**src/rtl/jtl_pulse_scheduler_pkg.sv**
```systemverilog
// Shared types for the JTL pulse scheduler: FSM state encoding and the
// requester-index width helper.
package jtl_sched_pkg;

   typedef enum logic [1:0] {
      IDLE = 2'd0,
      FIRE = 2'd1,
      WAIT = 2'd2,
      HOLD = 2'd3
   } state_t;

   // Index width for n requesters; never narrower than one bit.
   function automatic int id_w(input int n);
      return (n > 1) ? $clog2(n) : 1;
   endfunction

endpackage

```
**src/rtl/jtl_pulse_scheduler_rr_arbiter.sv**
```systemverilog
// Combinational round-robin pick: first asserted request at or after ptr,
// wrapping past the top index.
module rr_arbiter
   import jtl_sched_pkg::*;
#(
   parameter int N_REQ = 4,
   parameter int ID_W  = id_w(N_REQ)
) (
   input  logic [N_REQ-1:0] req,
   input  logic [ID_W-1:0]  ptr,
   output logic [N_REQ-1:0] gnt,
   output logic [ID_W-1:0]  idx,
   output logic             any
);

   logic [ID_W-1:0] cand;

   always_comb begin
      gnt  = '0;
      idx  = '0;
      any  = 1'b0;
      cand = '0;
      for (int i = 0; i < N_REQ; i++) begin
         cand = ID_W'((int'(ptr) + i) % N_REQ);
         if (!any && req[cand]) begin
            any       = 1'b1;
            gnt[cand] = 1'b1;
            idx       = cand;
         end
      end
   end

endmodule

```
**src/rtl/jtl_pulse_scheduler.sv**
```systemverilog
// Time-shares one JTL delay line among N_REQ requesters: inject one pulse,
// time its return in clock cycles, then hold off before the next injection.
module jtl_pulse_scheduler
   import jtl_sched_pkg::*;
#(
   parameter  int N_REQ   = 4,
   parameter  int CNT_W   = 6,
   parameter  int TIMEOUT = 63,
   parameter  int HOLDOFF = 3,
   localparam int ID_W    = id_w(N_REQ)
) (
   input  logic              clk,
   input  logic              rst_n,
   input  logic [N_REQ-1:0]  req,
   output logic [N_REQ-1:0]  grant,
   output logic              jtl_in,
   input  logic              jtl_out,
   output logic              done,
   output logic [ID_W-1:0]   done_id,
   output logic [CNT_W-1:0]  delay_cnt,
   output logic              timeout,
   output logic              stray,
   output logic              busy
);

   localparam int HOLD_W = $clog2(HOLDOFF + 1);

   state_t            state, state_nxt;
   logic [ID_W-1:0]   ptr;
   logic [ID_W-1:0]   cur_id;
   logic [CNT_W-1:0]  cnt;
   logic [HOLD_W-1:0] hold_cnt;
   logic [N_REQ-1:0]  arb_gnt;
   logic [ID_W-1:0]   arb_idx;
   logic              arb_any;
   logic              hit;
   logic              expire;

   rr_arbiter #(
      .N_REQ (N_REQ),
      .ID_W  (ID_W)
   ) u_arb (
      .req (req),
      .ptr (ptr),
      .gnt (arb_gnt),
      .idx (arb_idx),
      .any (arb_any)
   );

   always_ff @(posedge clk) begin
      if (!rst_n) state <= IDLE;
      else        state <= state_nxt;
   end

   // A returning pulse beats the timeout when both land in the same cycle.
   always_comb begin
      state_nxt = state;
      hit       = 1'b0;
      expire    = 1'b0;
      case (state)
         IDLE: if (arb_any) state_nxt = FIRE;
         FIRE: state_nxt = WAIT;
         WAIT: begin
            if (jtl_out) begin
               hit       = 1'b1;
               state_nxt = HOLD;
            end else if (cnt == CNT_W'(TIMEOUT)) begin
               expire    = 1'b1;
               state_nxt = HOLD;
            end
         end
         HOLD: if (hold_cnt == HOLD_W'(HOLDOFF)) state_nxt = IDLE;
         default: state_nxt = IDLE;
      endcase
   end

   always_ff @(posedge clk) begin
      if (!rst_n) begin
         grant     <= '0;
         jtl_in    <= 1'b0;
         done      <= 1'b0;
         done_id   <= '0;
         delay_cnt <= '0;
         timeout   <= 1'b0;
         stray     <= 1'b0;
         ptr       <= '0;
         cur_id    <= '0;
         cnt       <= '0;
         hold_cnt  <= '0;
      end else begin
         grant  <= '0;
         jtl_in <= 1'b0;
         done   <= 1'b0;
         stray  <= jtl_out && (state != WAIT);
         if (state == IDLE && arb_any) begin
            grant  <= arb_gnt;
            jtl_in <= 1'b1;
            cur_id <= arb_idx;
         end
         if (state == FIRE) begin
            cnt <= CNT_W'(1);
            ptr <= (cur_id == ID_W'(N_REQ - 1)) ? '0 : cur_id + ID_W'(1);
         end
         if (state == WAIT && !hit && !expire) cnt <= cnt + CNT_W'(1);
         if (hit || expire) begin
            done      <= 1'b1;
            done_id   <= cur_id;
            delay_cnt <= hit ? cnt : CNT_W'(TIMEOUT);
            timeout   <= expire;
            hold_cnt  <= HOLD_W'(1);
         end
         if (state == HOLD) hold_cnt <= hold_cnt + HOLD_W'(1);
      end
   end

   assign busy = (state != IDLE);

endmodule

```
**config.mk**
```make
export PLATFORM = sky130hd
export DESIGN_NAME = jtl_pulse_scheduler
export DESIGN_NICKNAME = d
export VERILOG_FILES = /design/src/rtl/jtl_pulse_scheduler_pkg.sv /design/src/rtl/jtl_pulse_scheduler_rr_arbiter.sv /design/src/rtl/jtl_pulse_scheduler.sv
export SDC_FILE = /design/constraint.sdc
export NUM_CORES = 1
export LEC_CHECK = 0
export CAP_MARGIN = 30
export CORE_MARGIN = 2
export CORE_UTILIZATION = 30
export DETAILED_ROUTE_END_ITERATION = 16
export PLACE_DENSITY = 0.49
export REMOVE_ABC_BUFFERS = 1
export SKIP_CTS_REPAIR_TIMING = 1
export SYNTH_ARGS = -nofsm -noshare
export SYNTH_HDL_FRONTEND = slang
export SYNTH_HIERARCHICAL = 1
export SYNTH_SLANG_ARGS = --single-unit
```
**constraint.sdc**
```tcl
create_clock -name clk -period 2.5 [get_ports clk]
set_input_delay 0.5 -clock clk [delete_from_list [all_inputs] [get_ports clk]]
set_output_delay 0.5 -clock clk [all_outputs]
set_load 0.02 [all_outputs]
```
==> results of run 1 <==
flip-flops by register name, indices dropped and copies added, names as in the netlist:
name,count
cnt,6
cur_id,2
delay_cnt,6
done,1
done_id,2
grant,4
hold_cnt,2
jtl_in,1
ptr,2
state,2
stray,1
timeout,1
critical path: stages (launching register included):
cell	delay, ns
dfxtp_1	0.38
inv_1	0.10
ha_1	0.26
inv_1	0.10
clkdlybuf4s50_1	0.61
power by group through the flow:
stage	clock network, mW	logic [mW]	registers, mW
after global placement	0	0.953	0.650
after floorplan	0	0.574	0.732
after global routing	0.641	1.09	0.657
final	0.612	0.982	0.645
after detailed placement	0	0.990	0.656
after CTS	0.628	0.991	0.646
cell families (layout without fill, tap and decap cells):
group | after synthesis | count (layout) | share of synthesized area
simple gates | 54 | 54 | 0.179
compound gates | 45 | 45 | 0.205
flops | 30 | 30 | 0.356
xor+xnor | 1 | 1 | 0.00519
buf+inv | 15 | 46 | 0.0467
mux | 13 | 13 | 0.113
fa+ha+maj | 13 | 13 | 0.0964
area by class of cell:
| cell class | instances | area [um^2] |
|---|---|---|
| fillers | 550 | 3320 |
| repair buffers | 30 | 283 |
| well taps | 72 | 90.1 |
| clock inverters | 2 | 60.1 |
| clock buffers | 6 | 82.6 |
| multi-input cells | 126 | 1010 |
| flip-flops and latches | 30 | 601 |
| inverters | 8 | 30.0 |
metal layers:
layer / up-vias / share of wire / global-route usage / routed length [um]
li1: 691 / - / - / -
met1: 657 / 0.48 / 0.152 / 1760
met2: 27 / 0.47 / 0.198 / 1710
met3: 5 / 0.032 / 0.0307 / 117
met4: 0 / 0.017 / 0.0707 / 62
met5: - / 0 / 0 / 0
metrics by stage:
stage / setup WS, ns / total power, mW / utilization / hold WS [ns] / instance area [um^2]
2_1_floorplan: 0.171 / 1.31 / - / 0.451 / 1640
3_3_place_gp: 0.0404 / 1.60 / 0.368 / 0.452 / 2010
3_5_place_dp: -0.0276 / 1.65 / 0.368 / 0.454 / 2010
4_1_cts: 0.246 / 2.27 / 0.394 / 0.464 / 2150
5_1_grt: 0.154 / 2.39 / 0.394 / 0.492 / 2150
6_report: 0.265 / 2.24 / 0.394 / 0.460 / 2150
cell usage after synthesis, types with 2 or more instances:
cell	count	area, um^2
a21boi_0	3	22.5
a21oi_1	2	10.0
a22oi_1	9	67.6
and2_1	6	37.5
and3_4	2	22.5
buf_6	3	33.8
clkbuf_1	4	15.0
dfxtp_1	30	601
ha_1	13	163
inv_1	8	30.0
mux2_2	2	22.5
mux2i_1	7	70.1
mux4_1	2	52.6
mux4_2	2	45.0
nand2_1	18	67.6
nand2b_1	2	12.5
nand3_1	5	25.0
nor2_1	7	26.3
nor2b_1	4	25.0
nor3_1	2	10.0
nor3b_1	2	15.0
o21ai_0	11	55.1
o221a_2	6	67.6
o22ai_1	3	18.8
how the worst max path moves through the flow:
stage / endpoint / slack (ns) / depth (start not counted) / from
final: busy / 0.26 / 4 / state[0]$_SDFFE_PN0P_
after global routing: state[0]$_SDFFE_PN0P_ / 0.15 / 7 / req[3]
after CTS: busy / 0.25 / 4 / state[0]$_SDFFE_PN0P_
after detailed placement: state[0]$_SDFFE_PN0P_ / -0.03 / 7 / req[3]
after global placement: state[1]$_SDFFE_PN0P_ / 0.04 / 7 / req[0]
after floorplan: cur_id[1]$_SDFFE_PN0N_ / 0.17 / 8 / ptr[0]$_SDFFE_PN0P_
==> flow_summary_export.csv, run 1 <==
group,metric,value,unit
detailed_routing,ant_nets,0,
timing,fin_crit_sh,0.894,
critical_path,crit_arrival,1.74,ns
timing,hold_violations,0,
cells_and_area,drive_gt1_frac,0.153,
die,num_rows,27,
synthesis,seq_area_frac_synth,0.356,
clocking,insertion_delay,0.28,ns
power_and_ir_drop,p_int,1.47,mW
min_path,min_to,"done_id[1]$_SDFFE_PN0P_",
synthesis,yosys_most_used_dff,"dfxtp_1",
clocking,clk_pin_slew,0.06,ns
synthesis,synth_area_per_cell,9.87,um^2
timing,rsz0062_at_grt,"false",
timing,fin_worst_skew,0.00158,ns
critical_path,rr_worst_depth,8,
detailed_routing,viasPerCell,5.04,
critical_path,reg2reg_slack,0.36,ns
clocking,htree_levels,2,
detailed_routing,wirelength,3640,um
grt,grt_max_degree,19,
cells_and_area,num_antenna_cells,0,
min_path,holdCritStartpoint,"done_id[1]$_SDFFE_PN0P_",
die,start_util,0.308,
clocking,root_buffer,"clkbuf_8",
critical_path,critPathLaunchType,"flip-flop",
synthesis,synth_edf_count,0,
grt,antenna_found_initial,0,
die,num_io_pins,24,
clocking,tritoncts,"built",
timing,min_period,2.24,ns
cells_and_area,layout_common_cells,"dfxtp_1 (30), clkdlybuf4s50_1 (23), nand2_1 (18), ha_1 (13), o21ai_0 (11)",
die,die_h,79.0,um
cells_and_area,nets,221,
clocking,cts_buffers,5,
synthesis,ys_warn_count,6,
grt,grt_overflow,0,
synthesis,synth_cell_type_count,42,
power_and_ir_drop,irDropWorstVdd,0.323,mV
timing,max-slew-margin-rel,0.678,
timing,setup_viol,0,
placed_design,numPortBuffers,23,
cells_and_area,final-instance-count-excl-fill,274,
grt,grt_pass1_wl,6050,um
critical_path,path_max_fanout,5,
power_and_ir_drop,clkPwrFrac,0.273,
clocking,clkSinkCount,30,
timing,tns,0,ns
detailed_routing,drc,0,
cells_and_area,layout_commonest_cell,"dfxtp_1",
grt,grt_usage,0.124,
timing,fmax,0.447,GHz
synthesis,ys_ff_latch,30,
critical_path,critPathKind,"reg -> out",
placed_design,gp_congestion,0.772,
detailed_routing,drtIter0Drc,41,
timing,worstMarginPinSlew,0.483,ns
die,coreArea,5470,um^2
critical_path,end_kind,"output pin",
critical_path,critPathRequiredTime,2.00,ns
grt,grt_pass1_vias,1269,
min_path,min_path_type,"reg -> reg",
critical_path,r2r-end,"state[0]$_SDFFE_PN0P_",
synthesis,syn_inst,171,
synthesis,synth-async-reset-ratio,0,
cells_and_area,syn_to_final_growth,27.7,%
detailed_routing,dr.pass1.iters,4,
detailed_routing,route.vias.total,1380,
placed_design,dp.cells,266,
power_and_ir_drop,p_leak,0.820,nW
power_and_ir_drop,switchingPower,0.775,mW
power_and_ir_drop,pwr-share-comb,0.439,
die,dieArea,6240,um^2
power_and_ir_drop,seq_power_share,0.288,
power_and_ir_drop,power.density,1040,nW/um^2
power_and_ir_drop,switching_share,0.346,
outcome,outcome,"finished clean",
placed_design,post-dp-hpwl,2750,um
min_path,hold_depth,2,
critical_path,crit-reg2reg-launch,"ptr[1]$_SDFFE_PN0P_",
detailed_routing,wl_per_cell,13.3,um
die,fp.dieW,79.0,um
synthesis,synthesis.area,1690,um^2
job,cap_violations,0,
timing,slew_viol_final,0,
clocking,cts_buffer_depth,2,
Note: power is estimated with default switching activity, not from simulation.
==> run 2: changes to the inputs <==
--- a/config.mk
+++ b/config.mk
@@ -8,6 +8,7 @@
 export CAP_MARGIN = 30
 export CORE_MARGIN = 2
 export CORE_UTILIZATION = 30
+export CTS_CLUSTER_SIZE = 30
 export DETAILED_ROUTE_END_ITERATION = 16
 export PLACE_DENSITY = 0.49
 export REMOVE_ABC_BUFFERS = 1
==> results of run 2 <==
No change in the layout: final DEF, timing and power equal those of run 1.
==> run 3: changes to the inputs <==
--- a/config.mk
+++ b/config.mk
@@ -5,6 +5,7 @@
 export SDC_FILE = /design/constraint.sdc
 export NUM_CORES = 1
 export LEC_CHECK = 0
+export ABC_AREA = 1
 export CAP_MARGIN = 30
 export CORE_MARGIN = 2
 export CORE_UTILIZATION = 30
==> run 3 against run 2 <==
  * Register-to-register slack improved by 0.25 ns
  * Setup slack better by 0.063 ns
  * Sequential power grew 0.8%
  * Global-route usage is 0.14 points higher
  * Clock power down 26%
  * Synthesized cell count rose by 43%
  * Via count grew 15%
  * Largest cell class unchanged
  * Largest power group unchanged
==> flow_summary_export.csv, run 3 <==
group,metric,value,unit
timing,worstMarginPinSlew,0.516,ns
die,fp.dieW,80.2,um
synthesis,synth_edf_count,0,
die,num_io_pins,24,
min_path,min_path_type,"reg -> reg",
critical_path,critPathKind,"reg -> out",
critical_path,reg2reg_slack,0.61,ns
synthesis,yosys_most_used_dff,"dfxtp_1",
power_and_ir_drop,finalPower,2.32,mW
clocking,root_buffer,"clkbuf_8",
placed_design,post-dp-hpwl,2820,um
clocking,clk_pin_slew,0.06,ns
cells_and_area,syn_to_final_growth,25.6,%
cells_and_area,multi_input_area,981,um^2
timing,slew_viol_final,0,
placed_design,gp_congestion,0.802,
synthesis,synth_area_leaders,"dfxtp_1 (34%), ha_1 (9.3%), nand2_1 (9.0%), inv_1 (7.5%), nand3_1 (6.6%)",
timing,max-slew-margin-rel,0.655,
synthesis,synth.most_common_cell,"nand2_1",
critical_path,end_kind,"output pin",
die,dieArea,6440,um^2
cells_and_area,final_cell_area,2190,um^2
grt,grt_overflow,0,
detailed_routing,viasPerCell,4.54,
cells_and_area,nets,296,
clocking,cts_buffers,5,
timing,whs,0.466,ns
power_and_ir_drop,irDropWorstVdd,0.353,mV
critical_path,r2r-end,"state[0]$_SDFFE_PN0P_",
timing,tns,0,ns
synthesis,netlist.area_leader.share,0.345,
cells_and_area,final_util,0.393,
detailed_routing,ant_nets,0,
critical_path,rr_worst_depth,11,
synthesis,ys_ff_latch,30,
detailed_routing,met2_length,1590,um
synthesis,synth-xor-area-share,0,
synthesis,seq_area_frac_synth,0.345,
detailed_routing,drc,0,
power_and_ir_drop,p_leak,0.969,nW
min_path,holdCritStartpoint,"timeout$_SDFFE_PN0P_",
power_and_ir_drop,power.density,1060,nW/um^2
synthesis,syn_inst,244,
detailed_routing,drtIter0Drc,56,
clocking,cts_buffer_depth,2,
grt,grt_pass1_vias,1413,
timing,fin_crit_sh,0.869,
die,die_h,80.2,um
placed_design,place_area,2080,um^2
placed_design,numPortBuffers,23,
timing,setup_slack,0.328,ns
placed_design,dpl_worst_slack,0.363,ns
grt,grt_usage,0.125,
clocking,htree_levels,2,
min_path,hold_depth,2,
detailed_routing,top_layer_used,"met4",
synthesis,synth_adder_area_share,0.0933,
grt,grt_max_degree,16,
timing,fmax,0.460,GHz
clocking,insertion_delay,0.27,ns
synthesis,synth_cell_type_count,23,
synthesis,ys_warn_count,6,
synthesis,synth_compound_area_frac,0.140,
synthesis,synth_top_family_by_area,"simple AND/OR/NAND/NOR gates",
die,start_util,0.313,
job,cap_violations,0,
detailed_routing,wl_met3,143,um
synthesis,muxShareOfSynthArea,0,
min_path,min_to,"timeout$_SDFFE_PN0P_",
grt,grt_pass1_wl,6400,um
detailed_routing,dr.pass1.iters,4,
grt,antenna_found_initial,0,
cells_and_area,final-instance-count-excl-fill,349,
synthesis,synthesis.area,1740,um^2
detailed_routing,wl_per_cell,10.7,um
detailed_routing,wirelength,3740,um
synthesis,synth-async-reset-ratio,0,
timing,fin_worst_skew,0.00457,ns
timing,hold_violations,0,
cells_and_area,fillers,601,
timing,setup_viol,0,
critical_path,crit-reg2reg-launch,"ptr[1]$_SDFFE_PN0P_",
critical_path,path_max_fanout,4,
timing,min_period,2.17,ns
placed_design,dp.cells,341,
cells_and_area,layout_commonest_cell,"nand2_1",
synthesis,synth_commonest_cells,"nand2_1 (42), inv_1 (35), dfxtp_1 (30)",
cells_and_area,reg_top3,"cnt (6), delay_cnt (6), grant (4)",
critical_path,crit_arrival,1.67,ns
die,coreArea,5570,um^2
critical_path,critPathRequiredTime,2.00,ns
clocking,tritoncts,"built",
detailed_routing,wl_met1,1990,um
detailed_routing,route.vias.total,1585,
clocking,clkSinkCount,30,
critical_path,critPathLaunchType,"flip-flop",
outcome,outcome,"finished clean",
cells_and_area,layout_common_cells,"nand2_1 (42), inv_1 (35), dfxtp_1 (30), nor2_1 (26)",
synthesis,synth_area_per_cell,7.14,um^2
die,num_rows,27,
synthesis,synth.largest_area_cell,"dfxtp_1",
timing,rsz0062_at_grt,"false",
cells_and_area,seq_area,601,um^2
cells_and_area,drive_gt1_frac,0.116,
cells_and_area,num_antenna_cells,0,
synthesis,synthSimpleGateAreaFrac,0.330,
[run 3: changes by cell type after synthesis, moves of 6 or more]
cell / previous run / this run
o221a_2: 6 / 0
a22oi_1: 9 / 0
a21oi_1: 2 / 22
nand3_1: 5 / 23
and2_1: 6 / 0
nand2_2: 0 / 7
mux2i_1: 7 / 0
inv_1: 8 / 35
nor2_1: 7 / 26
nand2_1: 18 / 42
nand4_1: 0 / 9
[run 3: power breakdown]
| group | switching, mW | total (mW) | internal [mW] |
|---|---|---|---|
| clock | 0.175 | 0.453 | 0.278 |
| sequential | 0.0666 | 0.650 | 0.584 |
| combinational | 0.755 | 1.22 | 0.461 |
[run 3: worst max-delay path by stage]
stage	start	endpoint
2_1_floorplan	ptr[0]$_SDFFE_PN0P_	state[0]$_SDFFE_PN0P_
3_3_place_gp	req[3]	state[0]$_SDFFE_PN0P_
3_5_place_dp	req[3]	state[0]$_SDFFE_PN0P_
4_1_cts	state[0]$_SDFFE_PN0P_	busy
5_1_grt	state[0]$_SDFFE_PN0P_	busy
6_report	state[0]$_SDFFE_PN0P_	busy
[run 3: worst max-delay path, cell delays in order (launching register included)]
cell	delay, ns
dfxtp_1	0.40
inv_1	0.11
ha_1	0.22
inv_1	0.08
clkdlybuf4s50_1	0.61
[run 3: kinds of logic (layout without fill, tap and decap cells)]
logic type      after synthesis  count (layout)
simple gates                117             117
fa+ha+maj                    13              13
flops                        30              30
buf+inv                      40              73
compound gates               44              44
[run 3: final cells by class]
| type | count | share of cell area |
|---|---|---|
| Inverter | 37 | 0.0635 |
| Multi-Input combinational cell | 174 | 0.448 |
| Timing Repair Buffer | 28 | 0.122 |
| Tap cell | 72 | 0.0412 |
| Sequential cell | 30 | 0.274 |
| Clock buffer | 8 | 0.0503 |
[run 3: metal layers]
layer / GRT usage / vias up
li1: - / 860
met1: 0.173 / 695
met5: 0 / -
met4: 0.0407 / 0
met2: 0.188 / 28
met3: 0.0348 / 2
